File: config.mk
export PLATFORM = sky130hd
export DESIGN_NAME = maquina_necesidades_n
export DESIGN_NICKNAME = d
export VERILOG_FILES = /design/src/rtl/necesidades_pkg.sv /design/src/rtl/antirrebote.sv /design/src/rtl/maquina_necesidades_n.sv
export SDC_FILE = /design/constraint.sdc
export NUM_CORES = 1
export LEC_CHECK = 0
export ABC_AREA = 1
export BUFFER_PORTS_ARGS = -buffer_cell sky130_fd_sc_hd__buf_2
export CAP_MARGIN = 20
export CORE_MARGIN = 2
export CORE_UTILIZATION = 40
export CTS_BUF_LIST = sky130_fd_sc_hd__clkbuf_8
export DETAILED_ROUTE_END_ITERATION = 6
export SYNTH_ARGS = -nofsm -noshare
export SYNTH_HDL_FRONTEND = slang
export SYNTH_HIERARCHICAL = 1
export SYNTH_SLANG_ARGS = --single-unit
File: constraint.sdc
create_clock -name clk -period 4.4 [get_ports clk]
set_clock_uncertainty 0.1 [all_clocks]
set_input_delay 0.44 -clock clk [delete_from_list [all_inputs] [get_ports clk]]
set_output_delay 0.44 -clock clk [all_outputs]
set_load 0.02 [all_outputs]
File: src/rtl/necesidades_pkg.sv
// Shared definitions for the multi-need pet state machine: condition encoding,
// a width helper and default parameter values.
package necesidades_pkg;

    // Overall pet condition, as driven on Estado
    typedef enum logic [1:0] {
        FELIZ     = 2'b00,
        NECESIDAD = 2'b01,
        CRITICO   = 2'b10,
        MUERTO    = 2'b11
    } estado_t;

    // Default parameter values
    localparam int unsigned DEF_NUM_NEC         = 3;
    localparam int unsigned DEF_NIVEL_W         = 2;
    localparam int unsigned DEF_DECAY_TICKS     = 1000;
    localparam int unsigned DEF_UMBRAL          = 1;
    localparam int unsigned DEF_FEED_STEP       = 1;
    localparam int unsigned DEF_DEATH_TICKS     = 4;
    localparam int unsigned DEF_DEBOUNCE_CYCLES = 16;

    // Ceiling log2, never below 1 so it can size a vector directly
    function automatic int unsigned clog2(input int unsigned valor);
        int unsigned r;
        r = 0;
        for (int unsigned i = 0; i < 32; i++) begin
            if ((64'd1 << i) < 64'(valor)) r = i + 1;
        end
        return (r == 0) ? 1 : r;
    endfunction

endpackage

File: src/rtl/antirrebote.sv
// Per-button conditioner: 2-FF synchroniser followed by a stability counter.
// The output only follows the input after DEBOUNCE_CYCLES consecutive cycles
// of a changed synchronised value. Used only when DEBOUNCE_EN is defined.
module antirrebote
    import necesidades_pkg::*;
#(
    parameter int unsigned DEBOUNCE_CYCLES = DEF_DEBOUNCE_CYCLES
) (
    input  logic clk,
    input  logic reset,
    input  logic entrada,
    output logic salida_estable
);

    localparam int unsigned CNT_W = clog2(DEBOUNCE_CYCLES + 1);

    logic             sync_a;
    logic             sync_b;
    logic [CNT_W-1:0] cuenta;

    // Synchronise, then accept a new level once it has been stable long enough
    always_ff @(posedge clk) begin
        if (reset) begin
            sync_a         <= 1'b0;
            sync_b         <= 1'b0;
            cuenta         <= '0;
            salida_estable <= 1'b0;
        end else begin
            sync_a <= entrada;
            sync_b <= sync_a;
            if (sync_b == salida_estable) begin
                cuenta <= '0;
            end else if (cuenta == CNT_W'(DEBOUNCE_CYCLES - 1)) begin
                salida_estable <= sync_b;
                cuenta         <= '0;
            end else begin
                cuenta <= cuenta + CNT_W'(1);
            end
        end
    end

endmodule

File: src/rtl/maquina_necesidades_n.sv
// Multi-need pet state machine: NUM_NEC levels decay on a shared prescaler and
// are replenished by per-need buttons; a registered FSM reports condition and
// the most urgent need. Optional macro DEBOUNCE_EN inserts an antirrebote
// conditioner per button; otherwise a single register stage feeds edge detect.
module maquina_necesidades_n
    import necesidades_pkg::*;
#(
    parameter int unsigned NUM_NEC         = DEF_NUM_NEC,
    parameter int unsigned NIVEL_W         = DEF_NIVEL_W,
    parameter int unsigned DECAY_TICKS     = DEF_DECAY_TICKS,
    parameter int unsigned UMBRAL          = DEF_UMBRAL,
    parameter int unsigned FEED_STEP       = DEF_FEED_STEP,
    parameter int unsigned DEATH_TICKS     = DEF_DEATH_TICKS,
    parameter int unsigned DEBOUNCE_CYCLES = DEF_DEBOUNCE_CYCLES,
    localparam int unsigned IDX_W          = clog2(NUM_NEC)
) (
    input  logic                       clk,
    input  logic                       reset,
    input  logic [NUM_NEC-1:0]         Botones,
    output logic [NUM_NEC*NIVEL_W-1:0] Niveles,
    output logic [1:0]                 Estado,
    output logic [IDX_W-1:0]           Necesidad,
    output logic                       Paso_Decay
);

    localparam int unsigned MAX   = (2 ** NIVEL_W) - 1;
    localparam int unsigned SUM_W = NIVEL_W + 1;
    localparam int unsigned PRE_W = clog2(DECAY_TICKS);
    localparam int unsigned DTH_W = clog2(DEATH_TICKS + 1);

    // Reject configurations outside the supported range
    if (NUM_NEC < 2 || NUM_NEC > 8 || DECAY_TICKS < 2 || UMBRAL >= MAX ||
        FEED_STEP < 1 || FEED_STEP > MAX || DEBOUNCE_CYCLES < 1) begin : g_param_err
        $error("maquina_necesidades_n: unsupported parameter set");
    end

    logic [PRE_W-1:0]                prescaler;
    logic [NUM_NEC-1:0]              acondicionado;
    logic [NUM_NEC-1:0]              btn_q;
    logic [NUM_NEC-1:0]              btn_prev;
    logic                            btn_vld;
    logic                            prev_vld;
    logic [NUM_NEC-1:0]              pulsos_c;
    logic [NUM_NEC-1:0][NIVEL_W-1:0] nivel;
    logic [NUM_NEC-1:0][NIVEL_W-1:0] nivel_next;
    logic [SUM_W-1:0]                suma;
    logic                            hay_cero;
    logic                            hay_bajo;
    logic [NIVEL_W-1:0]              min_val;
    logic [IDX_W-1:0]                min_idx;
    estado_t                         estado;
    estado_t                         estado_next;
    estado_t                         clase;
    logic [IDX_W-1:0]                nec_next;
    logic [DTH_W-1:0]                muerte;
    logic [DTH_W-1:0]                muerte_next;
    logic                            muerto;

    assign Niveles = nivel;
    assign Estado  = estado;
    assign muerto  = (estado == MUERTO);

    // Prescaler; Paso_Decay is registered so it is high while the count sits at DECAY_TICKS-1
    always_ff @(posedge clk) begin
        if (reset) begin
            prescaler  <= '0;
            Paso_Decay <= 1'b0;
        end else begin
            prescaler  <= (prescaler == PRE_W'(DECAY_TICKS - 1)) ? '0 : prescaler + PRE_W'(1);
            Paso_Decay <= (prescaler == PRE_W'(DECAY_TICKS - 2));
        end
    end

`ifdef DEBOUNCE_EN
    for (genvar k = 0; k < NUM_NEC; k++) begin : g_antirrebote
        antirrebote #(
            .DEBOUNCE_CYCLES(DEBOUNCE_CYCLES)
        ) u_antirrebote (
            .clk           (clk),
            .reset         (reset),
            .entrada       (Botones[k]),
            .salida_estable(acondicionado[k])
        );
    end
`else
    assign acondicionado = Botones;
`endif

    // Button sample and edge history; the valid flags keep a button held through reset from counting
    always_ff @(posedge clk) begin
        if (reset) begin
            btn_q    <= '0;
            btn_prev <= '0;
            btn_vld  <= 1'b0;
            prev_vld <= 1'b0;
        end else begin
            btn_q    <= acondicionado;
            btn_prev <= btn_q;
            btn_vld  <= 1'b1;
            prev_vld <= btn_vld;
        end
    end

    assign pulsos_c = btn_q & ~btn_prev & {NUM_NEC{prev_vld}};

    // Next level per need: add the press, then the decay, then clamp to MAX
    always_comb begin
        nivel_next = nivel;
        suma       = '0;
        for (int unsigned k = 0; k < NUM_NEC; k++) begin
            suma = SUM_W'(nivel[k]);
            if (pulsos_c[k] && !muerto) suma = suma + SUM_W'(FEED_STEP);
            if (Paso_Decay && !muerto && (suma != '0)) suma = suma - SUM_W'(1);
            nivel_next[k] = (suma > SUM_W'(MAX)) ? NIVEL_W'(MAX) : suma[NIVEL_W-1:0];
        end
    end

    // Level array
    always_ff @(posedge clk) begin
        if (reset) nivel <= {NUM_NEC{NIVEL_W'(MAX)}};
        else       nivel <= nivel_next;
    end

    // Classify levels and find the lowest one (ties resolve to the lower index)
    always_comb begin
        hay_cero = 1'b0;
        hay_bajo = 1'b0;
        min_val  = nivel[0];
        min_idx  = '0;
        for (int unsigned k = 0; k < NUM_NEC; k++) begin
            if (nivel[k] == '0) hay_cero = 1'b1;
            if (nivel[k] <= NIVEL_W'(UMBRAL)) hay_bajo = 1'b1;
            if (nivel[k] < min_val) begin
                min_val = nivel[k];
                min_idx = IDX_W'(k);
            end
        end
    end

    // FSM state, death counter and urgent-need registers
    always_ff @(posedge clk) begin
        if (reset) begin
            estado    <= FELIZ;
            muerte    <= '0;
            Necesidad <= '0;
        end else begin
            estado    <= estado_next;
            muerte    <= muerte_next;
            Necesidad <= nec_next;
        end
    end

    // Next condition, death count and urgent need; MUERTO holds everything
    always_comb begin
        estado_next = estado;
        muerte_next = '0;
        nec_next    = Necesidad;
        clase       = hay_cero ? CRITICO : (hay_bajo ? NECESIDAD : FELIZ);
        case (estado)
            MUERTO:  estado_next = MUERTO;
            CRITICO: estado_next = (muerte == DTH_W'(DEATH_TICKS)) ? MUERTO : clase;
            default: estado_next = clase;
        endcase
        if (estado == CRITICO) begin
            muerte_next = muerte;
            if (Paso_Decay && (muerte != DTH_W'(DEATH_TICKS))) muerte_next = muerte + DTH_W'(1);
        end
        if (estado != MUERTO) nec_next = (estado_next == FELIZ) ? '0 : min_idx;
    end

endmodule

* Yosys cells after proc, flatten, opt, wreduce, memory -nomap -nowiden *
Index checks and enable logic that the tools add are counted.

cells by class
  add/subtract/negate cells = 8
  $mul = 0
  divide/modulo/power cells = 0
  $lt $le $gt $ge = 8
  equality and inequality tests = 7
  shift-type cells = 0
  multiplexer cells = 21
  bitwise gates (word level) = 4
  reductions and logical operators = 21

operators with widths
  kind                                                  count
  equality test 10 bit (second input constant)          2
  two-way mux 3 bit                                     6
  adder 10 x 1 -> 10 bit (second input constant)        1
  two-way mux 2 bit                                     5
  OR reduction 2 bit                                    5
  adder 2 x 1 -> 3 bit (second input constant)          3
  > comparator 3 x 2 -> 1 bit (second input constant)   3
  two-way mux 1 bit                                     9
  nonzero test 3 bit                                    3
  subtractor 3 x 1 -> 3 bit (second input constant)     3
  logical AND 1 bit                                     8
  logical NOT 2 bit                                     4
  AND 3 bit                                             2
  <= comparator 2 x 1 -> 1 bit (second input constant)  3
  equality test 2 bit (second input constant)           2
  < comparator 2 bit                                    2
  case mux 2 bit (2 select lines)                       1
  adder 3 x 1 -> 3 bit (second input constant)          1
  equality test 3 bit (second input constant)           1
  != test 3 bit (second input constant)                 1
  inverter 3 bit                                        1
  != test 2 bit (second input constant)                 1
  logical NOT 1 bit                                     1
  inverter 1 bit                                        1

word-level totals
  bits in registers = 32
  latch bits = 0
  bits in writable memories = 0
  ROM bits = 0
  input bits = 5
  output and inout port bits = 11
  word-level logic and storage cells = 81
  memories kept = 0

* Logic depth before layout (Yosys ltp) *
  depth in word-level cells = 10
  mapped depth = 13
  gate-level depth less buffers = 13

* Worst setup path before layout *
Ideal clock, no wire load.

  path type = flip-flop to flip-flop
  from = reg nivel, in the netlist Niveles[0]
  to = reg nivel, in the netlist Niveles[1]
  library setup time = 0.127 ns
  arrival time = 1.873 ns
  required time = 4.173 ns
  setup slack = 2.300 ns
  cell stages (with the launch flop) = 12
  path buffers = 0
  clock period less this slack = 2.100 ns
  cells stage by stage = dfxtp_1 > inv_1 > ha_1 > o21ai_0 > ha_1 > ha_1 > nor2_2 > inv_1 > o21ai_1 > nor2_1 > o21a_1 > o21ai_0

between the ends
  cells in the longest elaborated chain, start to end = 7
  elaborated cells between the ends (all ways) = 8
  classes of those cells = add/sub: 2; order compare: 1; mux: 2; reduce/logical: 3

ends and longest elaborated chain
  element                                                            line                          source
  from (decl)                                                        maquina_necesidades_n.sv:44   logic [NUM_NEC-1:0][NIVEL_W-1:0] nivel;
  from (signal assigned)                                             maquina_necesidades_n.sv:120  if (reset) nivel <= {NUM_NEC{NIVEL_W'(MAX)}};
  from (signal assigned)                                             maquina_necesidades_n.sv:121  else nivel <= nivel_next;
  adder 2 x 1 -> 3 bit                                               maquina_necesidades_n.sv:112  if (pulsos_c[k] && !muerto) suma = suma + SUM_W'(FEED_STEP);
  two-way mux 3 bit *                                                maquina_necesidades_n.sv:112
  branches (longest 2 deep; another with subtractor 3 x 1 -> 3 bit)  --
  two-way mux 3 bit *                                                maquina_necesidades_n.sv:113  if (Paso_Decay && !muerto && (suma != '0)) suma = suma - SUM_W'(1);
  > comparator 3 x 2 -> 1 bit                                        maquina_necesidades_n.sv:114  nivel_next[k] = (suma > SUM_W'(MAX)) ? NIVEL_W'(MAX) : suma[NIVEL_W-1:0];
  OR reduction 2 bit (no line)                                       --

Mark *: on every way between the ends.
A chain may end at the register's enable or synchronous reset.

* Worst setup path in the final report *
Same ends and word-level chain as after synthesis.

==> results.py <==
metrics = {
    "pwr": {
        "leakagePower_nw": 0.957,
        "peakVddDrop_uv": 161,
        "switchingPower_uw": 155,
        "clkPwrFrac_pct": 44.2,
        "swShare_pct": 24.3,
        "comb_power_share_pct": 7.9,
        "p_seq_share_pct": 47.9,
        "internal-power_uw": 485,
        "total_power_uw": 640,
        "power.density_nw_per_um2": 321,
    },
    "timing": {
        "worst_pin_slew_ps": 336,
        "slew-limit-headroom_pct": 77.6,
        "setup_tns_ps": 0,
        "period_minus_slack_ps": 2220,
        "setup_viol": 0,
        "period_share_pct": 50.5,
        "drv_slew": 0,
        "max_freq_mhz": 450,
        "hold_viol": 0,
        "rsz0062_at_grt": "no",
    },
    "final_layout": {
        "layout-drive-gt1-share_pct": 16.1,
        "synthToLayoutAreaGrowth_pct": 14.2,
        "fin_util_pct": 46.7,
        "fin_nets": 275,
        "diodes": 0,
    },
    "min_path": {
        "hold_path_class": "input port to register",
    },
    "setup_path": {
        "critPathRequiredTime_ps": 4460,
        "worstSetupStartpointType": "register",
        "path_class": "register to register",
        "end_kind": "register",
        "cp_data_arrival_time_ps": 2290,
        "cp_max_fo": 5,
    },
    "logic_synthesis": {
        "ys_ff_latch": 32,
        "ys_warn_count": 6,
        "ys_seq_area_share_pct": 36.7,
        "syn-cell-area_um2": 1740,
        "synth_cell_types": 29,
        "syn_avg_cell_area_um2": 7.68,
        "synth_top_area_cell": "dfxtp_1",
        "yosysTopAreaCellShare_pct": 36.7,
        "syn_inst": 227,
        "syn_nets": 254,
        "post_synth_main_area_contributors": "dfxtp_1 (37%), ha_1 (16%), inv_1 (7.7%), nor2_1 (6.9%), nand2_1 (6.5%)",
    },
    "routing": {
        "drt_iter0_drc": 61,
        "vias_per_cell": 4.76,
        "wl_per_cell_um": 10.4,
        "drt_first_pass_iters": 4,
        "drc": 0,
        "antenna_left": 0,
        "vias": 1434,
        "routed_wl_mm": 3.14,
    },
    "die": {
        "fp.dieArea_um2": 4900,
        "fp.dieW_um": 70.0,
        "rows": 24,
        "initial_core_util_pct": 40.9,
        "num_io_pins": 16,
        "core_area_um2": 4260,
        "fp.dieH_um": 70.0,
    },
    "placement": {
        "numPortBuffers": 15,
        "dp.final_hpwl_mm": 2.42,
        "gp_congestion": 0.784,
    },
    "clock_tree": {
        "cts_tree": "built",
        "ctsRootBufferMaster": "clkbuf_8",
        "cts.sinks": 32,
        "insertion_delay_ps": 290,
        "cts_hold_buf": 0,
        "clock_path_buffers": 2,
        "h-tree-depth": 2,
        "clk_pin_slew_worst_paths_ps": 70,
        "cts_resized": 0,
        "cts_buffers": 5,
        "post_cts_buffers": 0,
    },
    "grt": {
        "grt_pass1_wl_mm": 5.39,
        "antenna_found_initial": 0,
        "first_global_vias": 1300,
        "grt_max_degree": 14,
        "grt.total_usage_pct": 14.0,
        "gr-total-overflow": 0,
    },
    "flow_run": {
        "maxCapViolCount": 0,
    },
    "run_status": {
        "outcome": "completed",
    },
}
## cell type report
cell class                 count  area (µm²)
fill                         450        2270
multi-input combinational    156         957
sequential                    32         641
inverter                      38         143
timing repair buffer          15        75.1
clock buffer                   5        68.8
tap                           52        65.1
clock inverter                 3        42.5
## power groups by stage
| stage | Sequential [mW] | Clock (mW) | Combinational (mW) |
|---|---|---|---|
| 2_1_floorplan | 0.316 | 0 | 0.0338 |
| 3_3_place_gp | 0.313 | 0 | 0.0506 |
| 3_5_place_dp | 0.313 | 0 | 0.0509 |
| 4_1_cts | 0.307 | 0.293 | 0.0512 |
| 5_1_grt | 0.308 | 0.305 | 0.0592 |
| 6_report | 0.307 | 0.283 | 0.0503 |
## flip-flops by register name, summed over array words and instances, names as in the netlist
signal and flops:
prescaler 10, Necesidad 2, Paso_Decay 1, Estado 2
muerte 3, btn_vld 1, btn_q 3, btn_prev 3
prev_vld 1, Niveles 6
## per-stage QoR
| stage | worst slack [ps] | instances | hold WS (ps) | area (µm²) |
|---|---|---|---|---|
| CTS | 2210 | 301 | 237 | 1990 |
| global placement | 2220 | 293 | 290 | 1880 |
| floorplan | 2300 | 227 | 288 | 1740 |
| finish | 2180 | 301 | 245 | 1990 |
| detailed placement | 2230 | 293 | 298 | 1880 |
| global route | 2050 | 301 | 246 | 1990 |
## path summary, 6_finish.rpt
path | to | slack (ps) | start | depth (start not counted)
min | btn_q[1]$_SDFF_PP0_ | 240 | Botones[1] | 3
min reg2reg | prev_vld$_SDFF_PP0_ | 310 | btn_vld$_DFF_P_ | 2
max reg2reg | Niveles[1]$_SDFF_PP1_ | 2180 | Niveles[0]$_SDFF_PP1_ | 11
max | Niveles[1]$_SDFF_PP1_ | 2180 | Niveles[0]$_SDFF_PP1_ | 11
## cell families after synthesis
kind of cell | count (synthesis) | synth area share [%]
XOR/XNOR | 4 | 2.01
flip-flops | 32 | 36.7
adder cells (fa/ha/maj) | 22 | 15.8
AO/OA/AOI/OAI | 27 | 8.68
AND/OR/NAND/NOR | 103 | 28.4
buffers and inverters | 39 | 8.39
## cell usage in the layout, fill, tap and decap left out, types with 2 or more instances in the layout
master,instances
inv_1,36
dfxtp_1,32
nor2_1,32
nand2_1,30
ha_1,22
buf_2,15
nand3_1,12
o21ai_0,11
a21oi_1,9
nand4_1,7
nor3_1,5
clkbuf_8,5
xor2_1,4
nand2_2,3
nand2_4,2
nor2_2,2
o21ai_1,2
or2_0,2
o211ai_1,2
or2_2,2
inv_2,2
## worst max-delay path, stage by stage (launching register included)
cell and delay, ps:
dfxtp_1 420, inv_1 110, ha_1 300, o21ai_0 260
ha_1 200, ha_1 150, nor2_2 50, inv_1 100
o21ai_1 60, nor2_1 140, o21a_1 140, o21ai_0 70
## synth_stat cells
cell / count
o21ai_1: 2
nor2_2: 2
ha_1: 22
nand2_2: 3
nand4_1: 7
nor4_1: 1
inv_1: 36
a21oi_1: 9
o211ai_1: 2
o21a_1: 1
nand3_2: 1
nor2_4: 1
and3_1: 1
a21oi_2: 1
or2_2: 2
o21ai_0: 11
nor3_2: 1
dfxtp_1: 32
or2_0: 2
xor2_1: 4
nand2_4: 2
nand3b_2: 1
inv_2: 2
nor3_1: 5
nand2_1: 30
clkbuf_1: 1
nor2_1: 32
nand3_1: 12
o21ba_2: 1
## routing by layer
layer | up-vias | global-route usage (%) | routed length [µm]
met1 | 640 | 15.5 | 1490
met4 | 0 | 5.13 | 40
met3 | 5 | 4.91 | 148
met2 | 21 | 24.6 | 1460
li1 | 768 | - | -
met5 | - | 0 | 0
Power figures use the tool's default switching activity.
